--- src/rtl/pipe_mux_sel_if.sv ---
// Handshake bundle for pipe_mux_sel: request side (in_*) and result side (out_*).
// master = producer/consumer environment, slave = the selector stage.
interface pipe_mux_sel_if #(
  parameter int WIDTH  = 32,
  parameter int NUM_IN = 16,
  parameter int SEL_W  = 4
);
  logic                    in_valid;
  logic                    in_ready;
  logic [SEL_W-1:0]        in_sel;
  logic [NUM_IN*WIDTH-1:0] in_data;
  logic                    out_valid;
  logic                    out_ready;
  logic [WIDTH-1:0]        out_data;
  logic [SEL_W-1:0]        out_sel;
  logic                    out_err;

  modport master (
    output in_valid, in_sel, in_data, out_ready,
    input  in_ready, out_valid, out_data, out_sel, out_err
  );

  modport slave (
    input  in_valid, in_sel, in_data, out_ready,
    output in_ready, out_valid, out_data, out_sel, out_err
  );
endinterface

--- src/rtl/pipe_mux_sel.sv ---
// Registered N:1 word selector with output register + one skid entry, so in_ready is a flop.
// Optional build macro PIPE_MUX_SEL_ZERO0_EN: index 0 reads as hard-wired zero.
module pipe_mux_sel #(
  parameter int WIDTH  = 32,
  parameter int NUM_IN = 16,
  parameter int SEL_W  = 4
) (
  input  logic         clock,
  input  logic         reset_n,
  pipe_mux_sel_if.slave bus
);

`ifdef PIPE_MUX_SEL_ZERO0_EN
  localparam int FIRST_IDX = 1;
`else
  localparam int FIRST_IDX = 0;
`endif
  localparam logic [SEL_W:0] NUM_IN_W = (SEL_W+1)'(NUM_IN);

  logic [WIDTH-1:0] w_words [FIRST_IDX:NUM_IN-1];
  logic [WIDTH-1:0] w_word;
  logic             w_err;
  logic             w_accept;
  logic             w_xfer;
  logic             w_or_free;
  logic             w_sk_valid_next;

  logic             r_or_valid;
  logic [WIDTH-1:0] r_or_data;
  logic [SEL_W-1:0] r_or_sel;
  logic             r_or_err;
  logic             r_sk_valid;
  logic [WIDTH-1:0] r_sk_data;
  logic [SEL_W-1:0] r_sk_sel;
  logic             r_sk_err;
  logic             r_in_ready;

  genvar gi;
  generate
    for (gi = FIRST_IDX; gi < NUM_IN; gi++) begin : g_word
      assign w_words[gi] = bus.in_data[gi*WIDTH +: WIDTH];
    end
  endgenerate

  // Only legal indices are decoded, so out-of-range selects never touch in_data and give 0.
  always_comb begin
    w_word = '0;
    for (int k = FIRST_IDX; k < NUM_IN; k++) begin
      if (bus.in_sel == SEL_W'(k)) begin
        w_word = w_words[k];
      end
    end
  end

  assign w_err     = ({1'b0, bus.in_sel} >= NUM_IN_W);
  assign w_accept  = bus.in_valid && r_in_ready;
  assign w_xfer    = r_or_valid && bus.out_ready;
  assign w_or_free = !r_or_valid || w_xfer;

  always_comb begin
    w_sk_valid_next = r_sk_valid;
    if (w_or_free) begin
      w_sk_valid_next = r_sk_valid && w_accept;
    end else if (w_accept) begin
      w_sk_valid_next = 1'b1;
    end
  end

  always_ff @(posedge clock or negedge reset_n) begin
    if (!reset_n) begin
      r_or_valid <= 1'b0;
      r_or_data  <= '0;
      r_or_sel   <= '0;
      r_or_err   <= 1'b0;
      r_sk_valid <= 1'b0;
      r_sk_data  <= '0;
      r_sk_sel   <= '0;
      r_sk_err   <= 1'b0;
      r_in_ready <= 1'b1;
    end else begin
      if (w_or_free) begin
        if (r_sk_valid) begin
          // Oldest entry lives in the skid; promote it to keep FIFO order.
          r_or_valid <= 1'b1;
          r_or_data  <= r_sk_data;
          r_or_sel   <= r_sk_sel;
          r_or_err   <= r_sk_err;
          if (w_accept) begin
            r_sk_data <= w_word;
            r_sk_sel  <= bus.in_sel;
            r_sk_err  <= w_err;
          end
        end else begin
          r_or_valid <= w_accept;
          if (w_accept) begin
            r_or_data <= w_word;
            r_or_sel  <= bus.in_sel;
            r_or_err  <= w_err;
          end
        end
      end else if (w_accept) begin
        r_sk_data <= w_word;
        r_sk_sel  <= bus.in_sel;
        r_sk_err  <= w_err;
      end
      r_sk_valid <= w_sk_valid_next;
      r_in_ready <= !w_sk_valid_next;
    end
  end

  assign bus.in_ready  = r_in_ready;
  assign bus.out_valid = r_or_valid;
  assign bus.out_data  = r_or_data;
  assign bus.out_sel   = r_or_sel;
  assign bus.out_err   = r_or_err;

endmodule

--- src/flat_wrapper.sv ---
// flat-port wrapper written by rule: the top's interface ports become plain ports
module pipe_mux_sel_flat 
#(
  parameter int WIDTH  = 32,
  parameter int NUM_IN = 16,
  parameter int SEL_W  = 4
)
  (clock, reset_n, bus_in_valid, bus_in_sel, bus_in_data, bus_out_ready, bus_in_ready, bus_out_valid, bus_out_data, bus_out_sel, bus_out_err);
  pipe_mux_sel_if #(.WIDTH(WIDTH), .NUM_IN(NUM_IN), .SEL_W(SEL_W)) bus_i ();
  input  logic clock;
  input  logic reset_n;
  input wire logic [$bits(bus_i.in_valid)-1:0] bus_in_valid;
  input wire logic [$bits(bus_i.in_sel)-1:0] bus_in_sel;
  input wire logic [$bits(bus_i.in_data)-1:0] bus_in_data;
  input wire logic [$bits(bus_i.out_ready)-1:0] bus_out_ready;
  output wire logic [$bits(bus_i.in_ready)-1:0] bus_in_ready;
  output wire logic [$bits(bus_i.out_valid)-1:0] bus_out_valid;
  output wire logic [$bits(bus_i.out_data)-1:0] bus_out_data;
  output wire logic [$bits(bus_i.out_sel)-1:0] bus_out_sel;
  output wire logic [$bits(bus_i.out_err)-1:0] bus_out_err;
  assign bus_i.in_valid = bus_in_valid;
  assign bus_i.in_sel = bus_in_sel;
  assign bus_i.in_data = bus_in_data;
  assign bus_i.out_ready = bus_out_ready;
  assign bus_in_ready = bus_i.in_ready;
  assign bus_out_valid = bus_i.out_valid;
  assign bus_out_data = bus_i.out_data;
  assign bus_out_sel = bus_i.out_sel;
  assign bus_out_err = bus_i.out_err;
  pipe_mux_sel #(.WIDTH(WIDTH), .NUM_IN(NUM_IN), .SEL_W(SEL_W)) u_core (.clock(clock), .reset_n(reset_n), .bus(bus_i));
endmodule
--- config.mk ---
export PLATFORM = sky130hd
export DESIGN_NAME = pipe_mux_sel_flat
export DESIGN_NICKNAME = d
export VERILOG_FILES = /design/src/rtl/pipe_mux_sel_if.sv /design/src/rtl/pipe_mux_sel.sv /design/src/flat_wrapper.sv
export SDC_FILE = /design/constraint.sdc
export NUM_CORES = 1
export LEC_CHECK = 0
export ABC_CLOCK_PERIOD_IN_PS = 4900
export CAP_MARGIN = 30
export CORE_AREA = 2 2 218 220
export DETAILED_ROUTE_END_ITERATION = 6
export DIE_AREA = 0 0 220 222
export HOLD_SLACK_MARGIN = 0.02
export RECOVER_POWER = 25
export REMOVE_ABC_BUFFERS = 1
export SLEW_MARGIN = 25
export SYNTH_ARGS = -nofsm -noshare
export SYNTH_HDL_FRONTEND = slang
export SYNTH_SLANG_ARGS = --single-unit
--- constraint.sdc ---
create_clock -name clock -period 4.9 [get_ports clock]
set_clock_uncertainty 0.2 [all_clocks]
set_input_delay 0.98 -clock clock [delete_from_list [all_inputs] [get_ports clock]]
set_output_delay 0.98 -clock clock [all_outputs]
set_load 0.01 [all_outputs]
==> impl_metrics.tcl <==
set metrics [dict create \
    seq_area_frac_synth_pct 21.4 \
    timing.fmax_mhz 275 \
    root_buffer "clkbuf_16" \
    wl_um 61900 \
    synth_ff_type "dfrtp_1" \
    synth_top_cell_by_area "dfrtp_1" \
    hpwl_um 49500 \
    antenna_found_initial 7 \
    grt_pass1_vias 12200 \
    arrival_ns 3.62 \
    seq_area_mm2 0.00188 \
    synthDistinctLibCells 67 \
    gp_congestion 0.938 \
    peakVddDrop_uv 166 \
    fill_cells 4964 \
    cts_buffers 9 \
    hold_path_depth 2 \
    worst_pin_slew_ns 2.15 \
    drive_gt1_share_pct 7.32 \
    syn2layout_area_growth_pct 72.1 \
    slew_viol_final 38 \
    synthTopCellsByArea "dfrtp_1 (21%), mux2i_1 (9.1%), o21ai_0 (7.6%)" \
    rr_endpoint "u_core.bus.out_data[10]" \
    violations "capacitance limit, slew limit" \
    cap_violations 1 \
    syn_inst 1149 \
    finalSetupTns_ns 0 \
    clk_pin_slew_ns 0.06 \
    cts_tree "yes" \
    core_mm2 0.0463 \
    ctsHoldBuffers 0 \
    yosysWarnings 0 \
    synthArstFlopShare_pct 100 \
    avgSynthCellArea_um2 7.64 \
    yosys-top-cells-count "o21ai_0 (133), a21oi_1 (126), nand2_1 (85)" \
    antenna_left 0 \
    start_util_pct 19.0 \
    overflow 0 \
    fin_crit_sh_pct 74.2 \
    r2r-start "u_core.bus.in_ready" \
    crit_type "primary input to flip-flop" \
    nNetsFinal 2155 \
    cts_resized 0 \
    final_hold_viol_count 0 \
    synth-edff-count 0 \
    path_max_fanout 63 \
    leakage_nw 5.73 \
    rows 79 \
    cts_sinks 75 \
    required_ns 4.88 \
    grt_pass1_wl_um 86800 \
    grt_setup_unrepaired "no" \
    clk_latency_ns 0.34 \
    finish.utilization_pct 32.7 \
    slew-limit-headroom_pct -43.4 \
    grt_max_degree 70 \
    crit_path_end_kind "flip-flop" \
    hold_end "u_core.r_sk_data[12]" \
    post-cts-setup-buffer-count 0 \
    multi_input_area_mm2 0.00615 \
    num_vias 11900 \
    dr.first_iter.drc_count 910 \
    synthMostInstantiatedCell "o21ai_0" \
    status "complete, but fails checks" \
    r2r_slack_ns 2.33 \
    power_density_mw_per_mm2 277 \
    min-delay-path-class "flip-flop to flip-flop" \
    dieArea_mm2 0.0488 \
    firstDrtPassIters 6 \
    via_per_inst 5.31 \
    synth.ff_latch_count 75 \
    wl_per_cell_um 27.5 \
    crit_path_start_kind "primary input" \
    synth.cell_area_mm2 0.00878 \
    hold_start "u_core.r_sk_data[12]" \
    fp.dieH_um 222 \
    port_buffers 557 \
    synthDominantCellAreaShare_pct 21.1 \
    top_level_ports 559 \
    die_w_um 220 \
    ff2ff_path_depth 5 \
    drc 0 \
    grt_usage_pct 24.4 \
    cts_buffer_depth 2 \
    htreeDepth 3 \
    fin_crit_ns 3.64 \
    setup_viol 0 \
]
## layout make-up
| class | instances | area share, % |
|---|---|---|
| multi-input cells | 933 | 40.7 |
| repair buffers | 598 | 39.3 |
| flip-flops and latches | 75 | 12.4 |
| well taps | 607 | 5.02 |
| clock buffers | 12 | 1.70 |
| inverters | 18 | 0.447 |
| clock inverters | 4 | 0.331 |
| diodes | 4 | 0.0662 |
## cells in the final DEF, fill, tap and decap left out, types with 12 or more instances in the layout
cell type / Yosys / routed
clkdlybuf4s50_1: 0 / 552
o21ai_0: 133 / 132
a21oi_1: 126 / 126
nand2_1: 85 / 85
mux2i_1: 80 / 80
nor2_1: 78 / 78
dfrtp_1: 74 / 73
buf_4: 22 / 36
a221oi_1: 33 / 33
o22ai_1: 32 / 32
o21ai_1: 30 / 29
mux2_2: 27 / 27
a22oi_1: 26 / 26
and3_1: 23 / 23
o22a_1: 22 / 22
inv_1: 17 / 16
nor3_1: 16 / 16
nand3_1: 16 / 16
o211ai_1: 15 / 15
o32ai_1: 15 / 15
nand2b_1: 15 / 13
a211oi_1: 12 / 12
a22o_1: 12 / 12
## worst max-delay path, cell delays in order
cell and delay, ns:
buf_6 0.45, and3b_2 0.91, o21ai_0 0.30, o21ai_0 0.15
nor2_1 0.06, nor3_1 0.54, o21ai_0 0.16
## per-layer routing
layer	vias to the layer above	routed length [um]	global-route usage (%)	share of wire, %
met5	-	8	0	0.013
li1	5367	-	-	-
met3	81	3880	3.70	6.3
met2	628	29200	40.4	47
met1	5871	27100	32.3	44
met4	2	1800	7.66	2.9
## per-stage QoR
step / power, mW / setup WS, ns / cell area (um2) / cells / hold slack, ns
4_1_cts: 4.17 / 1.17 / 15100 / 2246 / 0.272
6_report: 4.19 / 1.26 / 15100 / 2251 / 0.271
3_3_place_gp: 3.40 / 0.857 / 14700 / 2227 / 0.253
2_1_floorplan: 1.99 / 0.920 / 8040 / 1026 / 0.241
3_5_place_dp: 3.47 / 0.833 / 14800 / 2230 / 0.259
5_1_grt: 4.43 / 0.813 / 15100 / 2251 / 0.297
## kinds of logic (layout without fill, tap and decap cells)
logic type	Yosys count	in the layout	synth area share (%)
and+or+nand+nor	292	292	16.6
AOI/OAI and AO/OA	525	525	38.1
other	1	5	0.0427
buffers and inverters	141	632	9.19
DFF	75	75	21.4
muxes	115	115	14.6
## registers in the layout (all words and copies together) (netlist names)
name	cells
u_core.bus.in_ready	1
u_core.bus.out_data	32
u_core.bus.out_sel	4
u_core.bus.out_valid	1
u_core.r_sk_data	32
u_core.r_sk_sel	4
u_core.r_sk_valid	1
## where the power goes
group	internal [mW]	switching, mW
combinational	1.14	1.22
clock	0.422	0.268
sequential	0.915	0.227
total	2.48	1.71
## worst max path at each step
stage                   from                 endpoint  slack, ns  cells after the start
2_1_floorplan  bus_out_ready     u_core.r_sk_data[14]       0.92                      3
3_3_place_gp   bus_in_sel[1]  u_core.bus.out_data[24]       0.86                      7
3_5_place_dp   bus_in_sel[3]     u_core.r_sk_data[25]       0.83                      8
4_1_cts        bus_in_sel[3]     u_core.r_sk_data[25]       1.17                      8
5_1_grt              reset_n        u_core.r_sk_valid       0.81                      2
6_report       bus_in_sel[1]     u_core.r_sk_data[25]       1.26                      7
(Power assumes the default switching activity.)
